===== config.mk =====
export PLATFORM = sky130hd
export DESIGN_NAME = norm_sequencer
export DESIGN_NICKNAME = d
export VERILOG_FILES = /design/src/rtl/norm_sequencer.sv
export SDC_FILE = /design/constraint.sdc
export NUM_CORES = 1
export LEC_CHECK = 0
export BUFFER_PORTS_ARGS = -buffer_cell sky130_fd_sc_hd__clkbuf_2
export CELL_PAD_IN_SITES_DETAIL_PLACEMENT = 0
export CELL_PAD_IN_SITES_GLOBAL_PLACEMENT = 1
export CORE_UTILIZATION = 48
export CTS_BUF_LIST = sky130_fd_sc_hd__clkbuf_8
export DETAILED_ROUTE_END_ITERATION = 7
export PLACE_DENSITY_LB_ADDON = 0.08
export SYNTH_ARGS = -nofsm -noshare
export SYNTH_HDL_FRONTEND = slang
export SYNTH_SLANG_ARGS = --single-unit

===== constraint.sdc =====
create_clock -name clk -period 5.9 [get_ports clk]
set_clock_uncertainty 0.1 [all_clocks]
set_input_delay 1.18 -clock clk [delete_from_list [all_inputs] [get_ports clk]]
set_output_delay 1.18 -clock clk [all_outputs]
set_load 0.05 [all_outputs]

===== src/rtl/norm_sequencer.sv =====
// rtl/norm_sequencer.sv - post-add normalizer: shifts an adder sum left one bit per cycle
// until the hidden bit reaches [26], the sum is zero, or the exponent bottoms out.
module norm_sequencer #(
  parameter int EXP_W = 8
) (
  input  logic             clk,
  input  logic             rst_n,
  input  logic             in_valid,
  output logic             in_ready,
  input  logic [26:0]      in_sum,
  input  logic [EXP_W-1:0] in_exp,
  input  logic             in_sign,
  output logic             out_valid,
  input  logic             out_ready,
  output logic [23:0]      out_mant,
  output logic [2:0]       out_grs,
  output logic [EXP_W-1:0] out_exp,
  output logic             out_sign,
  output logic             out_zero,
  output logic             out_uflow,
  output logic [4:0]       out_shift
);

  typedef enum logic [1:0] {IDLE, NORM, DONE} state_t;

  state_t           state_q, state_d;
  logic [26:0]      sum_q, sum_d;
  logic [EXP_W-1:0] exp_q, exp_d;
  logic             sign_q, sign_d;
  logic [4:0]       cnt_q, cnt_d;
  logic             in_ready_q, in_ready_d;
  logic             out_valid_q, out_valid_d;
  logic [23:0]      out_mant_q, out_mant_d;
  logic [2:0]       out_grs_q, out_grs_d;
  logic [EXP_W-1:0] out_exp_q, out_exp_d;
  logic             out_sign_q, out_sign_d;
  logic             out_zero_q, out_zero_d;
  logic             out_uflow_q, out_uflow_d;
  logic [4:0]       out_shift_q, out_shift_d;

  always_comb begin
    state_d     = state_q;
    sum_d       = sum_q;
    exp_d       = exp_q;
    sign_d      = sign_q;
    cnt_d       = cnt_q;
    out_valid_d = out_valid_q;
    out_mant_d  = out_mant_q;
    out_grs_d   = out_grs_q;
    out_exp_d   = out_exp_q;
    out_sign_d  = out_sign_q;
    out_zero_d  = out_zero_q;
    out_uflow_d = out_uflow_q;
    out_shift_d = out_shift_q;

    case (state_q)
      IDLE: begin
        if (in_valid && in_ready_q) begin
          sum_d   = in_sum;
          exp_d   = in_exp;
          sign_d  = in_sign;
          cnt_d   = 5'd0;
          state_d = NORM;
        end
      end
      NORM: begin
        // Priority: already normalized, then zero, then exponent floor, else shift.
        if (sum_q[26] || (sum_q == 27'd0) || (exp_q <= EXP_W'(1))) begin
          state_d     = DONE;
          out_valid_d = 1'b1;
          out_sign_d  = sign_q;
          out_mant_d  = sum_q[26:3];
          out_grs_d   = sum_q[2:0];
          out_exp_d   = exp_q;
          out_shift_d = cnt_q;
          out_zero_d  = 1'b0;
          out_uflow_d = 1'b0;
          if (!sum_q[26] && (sum_q == 27'd0)) begin
            out_exp_d   = '0;
            out_shift_d = 5'd0;
            out_zero_d  = 1'b1;
          end else if (!sum_q[26]) begin
            out_uflow_d = 1'b1;
          end
        end else begin
          sum_d = {sum_q[25:0], 1'b0};
          exp_d = exp_q - EXP_W'(1);
          cnt_d = cnt_q + 5'd1;
        end
      end
      DONE: begin
        if (out_ready) begin
          out_valid_d = 1'b0;
          state_d     = IDLE;
        end
      end
      default: state_d = IDLE;
    endcase

    in_ready_d = (state_d == IDLE);
  end

  always_ff @(posedge clk or negedge rst_n) begin
    if (!rst_n) begin
      state_q     <= IDLE;
      sum_q       <= '0;
      exp_q       <= '0;
      sign_q      <= 1'b0;
      cnt_q       <= '0;
      in_ready_q  <= 1'b0;
      out_valid_q <= 1'b0;
      out_mant_q  <= '0;
      out_grs_q   <= '0;
      out_exp_q   <= '0;
      out_sign_q  <= 1'b0;
      out_zero_q  <= 1'b0;
      out_uflow_q <= 1'b0;
      out_shift_q <= '0;
    end else begin
      state_q     <= state_d;
      sum_q       <= sum_d;
      exp_q       <= exp_d;
      sign_q      <= sign_d;
      cnt_q       <= cnt_d;
      in_ready_q  <= in_ready_d;
      out_valid_q <= out_valid_d;
      out_mant_q  <= out_mant_d;
      out_grs_q   <= out_grs_d;
      out_exp_q   <= out_exp_d;
      out_sign_q  <= out_sign_d;
      out_zero_q  <= out_zero_d;
      out_uflow_q <= out_uflow_d;
      out_shift_q <= out_shift_d;
    end
  end

  assign in_ready  = in_ready_q;
  assign out_valid = out_valid_q;
  assign out_mant  = out_mant_q;
  assign out_grs   = out_grs_q;
  assign out_exp   = out_exp_q;
  assign out_sign  = out_sign_q;
  assign out_zero  = out_zero_q;
  assign out_uflow = out_uflow_q;
  assign out_shift = out_shift_q;

endmodule


== After elaboration in Yosys (flattened, before gate mapping) ==
Cells that the tools add are included.

* Register bits after elaboration: 88
* Input port bits: 40
* Output and inout port bits: 45

* $add $sub $neg: 2
* Order comparisons: 1
* Eq/ne operators: 6
* Muxes and demuxes: 21
* Reduce and logical (&&, ||, !) cells: 14

{| class="wikitable"
|+ Operators by type and width
! operator !! count
|-
| 27-bit two-way mux || 2
|-
| 27-bit one-hot mux with 2 select lines || 1
|-
| 27-bit logical NOT || 1
|-
| 8-bit two-way mux || 3
|-
| 8-bit one-hot mux with 2 select lines || 1
|-
| 5-bit two-way mux || 3
|-
| 5-bit one-hot mux with 2 select lines || 1
|-
| 8-bit by 1-bit <= comparator with 1-bit output (second input constant) || 1
|-
| 2-bit != test (second input constant) || 4
|-
| 8-bit by 1-bit subtractor with 8-bit output (second input constant) || 1
|-
| 2-bit two-way mux || 3
|-
| 2-bit one-hot mux with 3 select lines || 1
|-
| 3-bit AND reduction || 2
|-
| 5-bit by 1-bit adder with 5-bit output (second input constant) || 1
|-
| 1-bit two-way mux || 5
|-
| 2-bit logical NOT || 2
|-
| 2-bit AND reduction || 2
|-
| 2-bit nonzero test || 2
|-
| 2-bit by 1-bit equality test with 1-bit output (second input constant) || 1
|-
| 2-bit equality test (second input constant) || 1
|-
| 1-bit logical AND || 2
|-
| 1-bit logical OR || 2
|-
| 1-bit one-hot mux with 2 select lines || 1
|-
| 1-bit logical NOT || 1
|}

== Longest topological paths before layout ==
* Depth after elaboration: 6
* Depth in mapped cells: 9
* Depth with buffers taken out: 8

== Worst setup path before layout ==
OpenSTA, ideal clock, no wires.

* Path type: input port to flip-flop
* Start point: in in_valid
* End point: reg exp_q[6]
* Library setup time: 0.121 ns
* Data arrival time: 2.025 ns
* Path slack: 3.654 ns
* Stages on the path: 5
* Path buffers: 2
* Path through: nand3_1 and2_0 clkbuf_1 buf_2 o22a_1

* Cells in the longest elaborated chain, start to end: 3

{| class="wikitable"
|+ Ends and longest elaborated chain
! what !! line !! text
|-
| start, declared || 8 || <nowiki>input logic in_valid,</nowiki>
|-
| 1-bit logical AND || 58 || <nowiki>if (in_valid && in_ready_q) begin</nowiki>
|-
| 2-bit != test (no line) || - ||
|-
| 3-bit AND reduction (no line) || - ||
|-
| end signal, assigned || 122 || <nowiki>exp_q <= exp_d;</nowiki>
|-
| end, declared || 28 || <nowiki>logic [EXP_W-1:0] exp_q, exp_d;</nowiki>
|}

Every way passes these cells.
A chain may end at the register's enable or synchronous reset.

== Final worst setup path ==
* Start point: reg sum_q[26]
* End point: reg exp_q[1]

* Cells in the longest elaborated chain, start to end: 5

{| class="wikitable"
|+ Ends and longest elaborated chain
! what !! line !! text
|-
| start, declared || 27 || <nowiki>logic [26:0] sum_q, sum_d;</nowiki>
|-
| start signal, assigned || 121 || <nowiki>sum_q <= sum_d;</nowiki>
|-
| 27-bit logical NOT || 68 || <nowiki>if (sum_q[26] || (sum_q == 27'd0) || (exp_q <= EXP_W'(1))) begin</nowiki>
|-
| 1-bit logical OR * (2 in a row) || 68 ||
|-
| 2-bit != test (no line) * || - ||
|-
| 3-bit AND reduction (no line) * || - ||
|}

Every way passes the cells marked *; elsewhere a longest branch is shown, timed or not.

==> flow_summary.json <==
{
  "status": "complete, no violations",
  "final_common_cell": "dfrtp_1",
  "endpoint_kind": "register",
  "ioPinCount": 85,
  "antennaDiodeCount": 0,
  "dp_hpwl_um": 5690,
  "drive_gt1_share_pct": 31.7,
  "synthCells": 354,
  "nets": 470,
  "drc_errors": 0,
  "path_clk_slew_ns": 0.09,
  "hold_violations": 0,
  "slowest_stage": "o211ai_4",
  "num_rows": 33,
  "wire_per_inst_um": 16.7,
  "grt-ovfl-total": 0,
  "start_util_pct": 49.4,
  "htreeDepth": 3,
  "critPathArrivalTime_ns": 3.28,
  "grtUsageTotal_pct": 22.0,
  "tightest_slew_ns": 1.14,
  "crit_type": "reg2reg",
  "final_cell_mix": "dfrtp_1, clkbuf_2, mux2i_1",
  "cts_sinks": 88,
  "drt-initial-drc-count": 159,
  "routed-via-count": 2972,
  "wirelength_um": 8950,
  "critPathLaunchType": "register",
  "antenna_found_initial": 0,
  "fin_crit_sh_pct": 53.0,
  "clk_latency_ns": 0.37,
  "avgViaCountPerCell": 5.53,
  "cts_tree": "done",
  "worst_ep_required_time_ns": 6.06,
  "io_buffers": 84,
  "hp-class": "reg2reg",
  "cts_made_buffers": 9,
  "max-cap-violations": 0,
  "min_period_ns": 3.12,
  "setup_viol": 0,
  "synthesis.nets": 397,
  "clock.fmax_mhz": 320,
  "hold_buffers": 0,
  "ff2ff_setup_slack_ns": 2.78,
  "ant_nets": 0,
  "place.gp.congestion": 0.798,
  "grt_max_degree": 89,
  "grt_pass1_wl_um": 14600,
  "cts_max_path_buffers": 2,
  "dieHeight_um": 94.0,
  "tns_ns": 0,
  "cts_resized": 0,
  "core_area_mm2": 0.00822,
  "power_density_mw_per_mm2": 639,
  "syn_area_per_cell_um2": 11.5,
  "cellLeakagePower_uw": 0.00251,
  "ys_ff_latch": 88,
  "yosysWarningCount": 0,
  "synth-seq-area-share_pct": 54.3,
  "grt_pass1_vias": 2745,
  "critPathMaxFanout": 44,
  "holdWs_ns": 0.416,
  "crit_path_cell_trace": "nor4_1, nand4_1, o211ai_4, and2_0, buf_4, inv_1, mux2i_1",
  "first_pass_iters": 5,
  "slowest_delay_ns": 0.96,
  "syn_area_mm2": 0.00406,
  "ys_types": 37,
  "maxSlewHeadroom_pct": 23.9,
  "vdd_drop_max_v": 0.000294,
  "area_delta_synth_final_pct": 16.5,
  "post_cts_buffers": 0,
  "synth.top_cells.by_area": "dfrtp_1, mux2i_1, mux2_4",
  "netlist.area_leader.share_pct": 54.3,
  "clock-root-buffer": "clkbuf_8",
  "dieWidth_um": 94.0,
  "rsz0062_at_grt": "false",
  "maxSlewViolCount": 0,
  "synth_area_leader_cell": "dfrtp_1",
  "dieArea_mm2": 0.00883
}
flip-flops by register name (all words and copies together), names as in the netlist, 2 cells and up:
| name | cells |
|---|---|
| sum_q | 27 |
| out_mant | 24 |
| exp_q | 8 |
| out_exp | 8 |
| cnt_q | 5 |
| out_shift | 5 |
| out_grs | 3 |
| state_q | 2 |
per-stage QoR:
step                      total power (µW)  setup slack, ns  instances  cell area [µm²]  utilization (%)
after CTS                             3040             2.78        537             4730             57.6
after detailed placement              2600             2.75        521             4530             55.1
after floorplan                       2260             3.65        354             4060                -
final                                 3020             2.78        537             4730             57.6
after global placement                2580             2.76        521             4530             55.1
after global routing                  3220             2.51        537             4730             57.6
cells by family (layout without fill, tap and decap cells):
kind of cell	Yosys count	in the layout	share of synthesized area [%]
AO/OA/AOI/OAI	68	68	10.3
multiplexers	66	66	19.4
flip-flops	88	88	54.3
AND/OR/NAND/NOR	85	85	10.2
adder cells (fa/ha/maj)	3	3	0.925
buffers and inverters	44	122	4.93
layout make-up:
class	instances	area, µm²
clock inverters	7	77.6
clock buffers	9	124
multi-input cells	222	1670
repair buffers	88	453
flip-flops and latches	88	2200
fillers	757	3490
well taps	105	131
inverters	18	67.6
cells in the mapped netlist:
master and instances:
a21bo_2 1, a21o_1 1, a21oi_1 7, a22o_1 1, a22oi_1 1, a2bb2oi_1 1, a31oi_1 4, a32o_1 1
a41oi_1 1, and2_0 1, and3_1 1, buf_2 4, buf_6 4, clkbuf_1 18, dfrtp_1 88, ha_1 3
inv_1 18, mux2_2 4, mux2_4 24, mux2i_1 38, nand2_1 14, nand2b_1 2, nand3_1 36, nand4_1 2
nor2_1 12, nor2b_1 2, nor3_1 6, nor4_1 6, o211ai_1 5, o211ai_2 1, o21ai_0 31, o21ai_1 4
o22a_1 5, o22ai_1 1, o31ai_1 3, or2_1 2, or3_1 1
report_power, final:
part / total, µW / switching [µW] / internal (µW)
combinational: 1470 / 959 / 515
clock: 435 / 234 / 201
sequential: 1110 / 236 / 875
worst paths after layout:
kind	from	depth (start not counted)	to
max	sum_q[26]	7	exp_q[1]
min	out_exp[4]	1	out_exp[4]
max reg2reg	sum_q[26]	7	exp_q[1]
min reg2reg	out_exp[4]	1	out_exp[4]
max in group asynchronous	rst_n	1	sum_q[9]
min in group asynchronous	rst_n	1	out_grs[2]
metal layers:
metal / vias to the layer above / part of all wire (%) / GRT usage (%)
li1: 1406 / - / -
met1: 1471 / 50 / 34.0
met4: 0 / 1.2 / 7.31
met3: 9 / 5.1 / 4.45
met2: 86 / 43 / 30.4
met5: - / 0 / 0
critical path, delay by kind of cell (launching register included):
| family | cells | cell delay [ns] |
|---|---|---|
| simple gates | 3 | 0.84 |
| mux | 1 | 0.14 |
| buf+inv | 2 | 0.46 |
| flops | 1 | 0.48 |
| compound gates | 1 | 0.96 |
No activity file was read; power rests on OpenSTA's default activity.
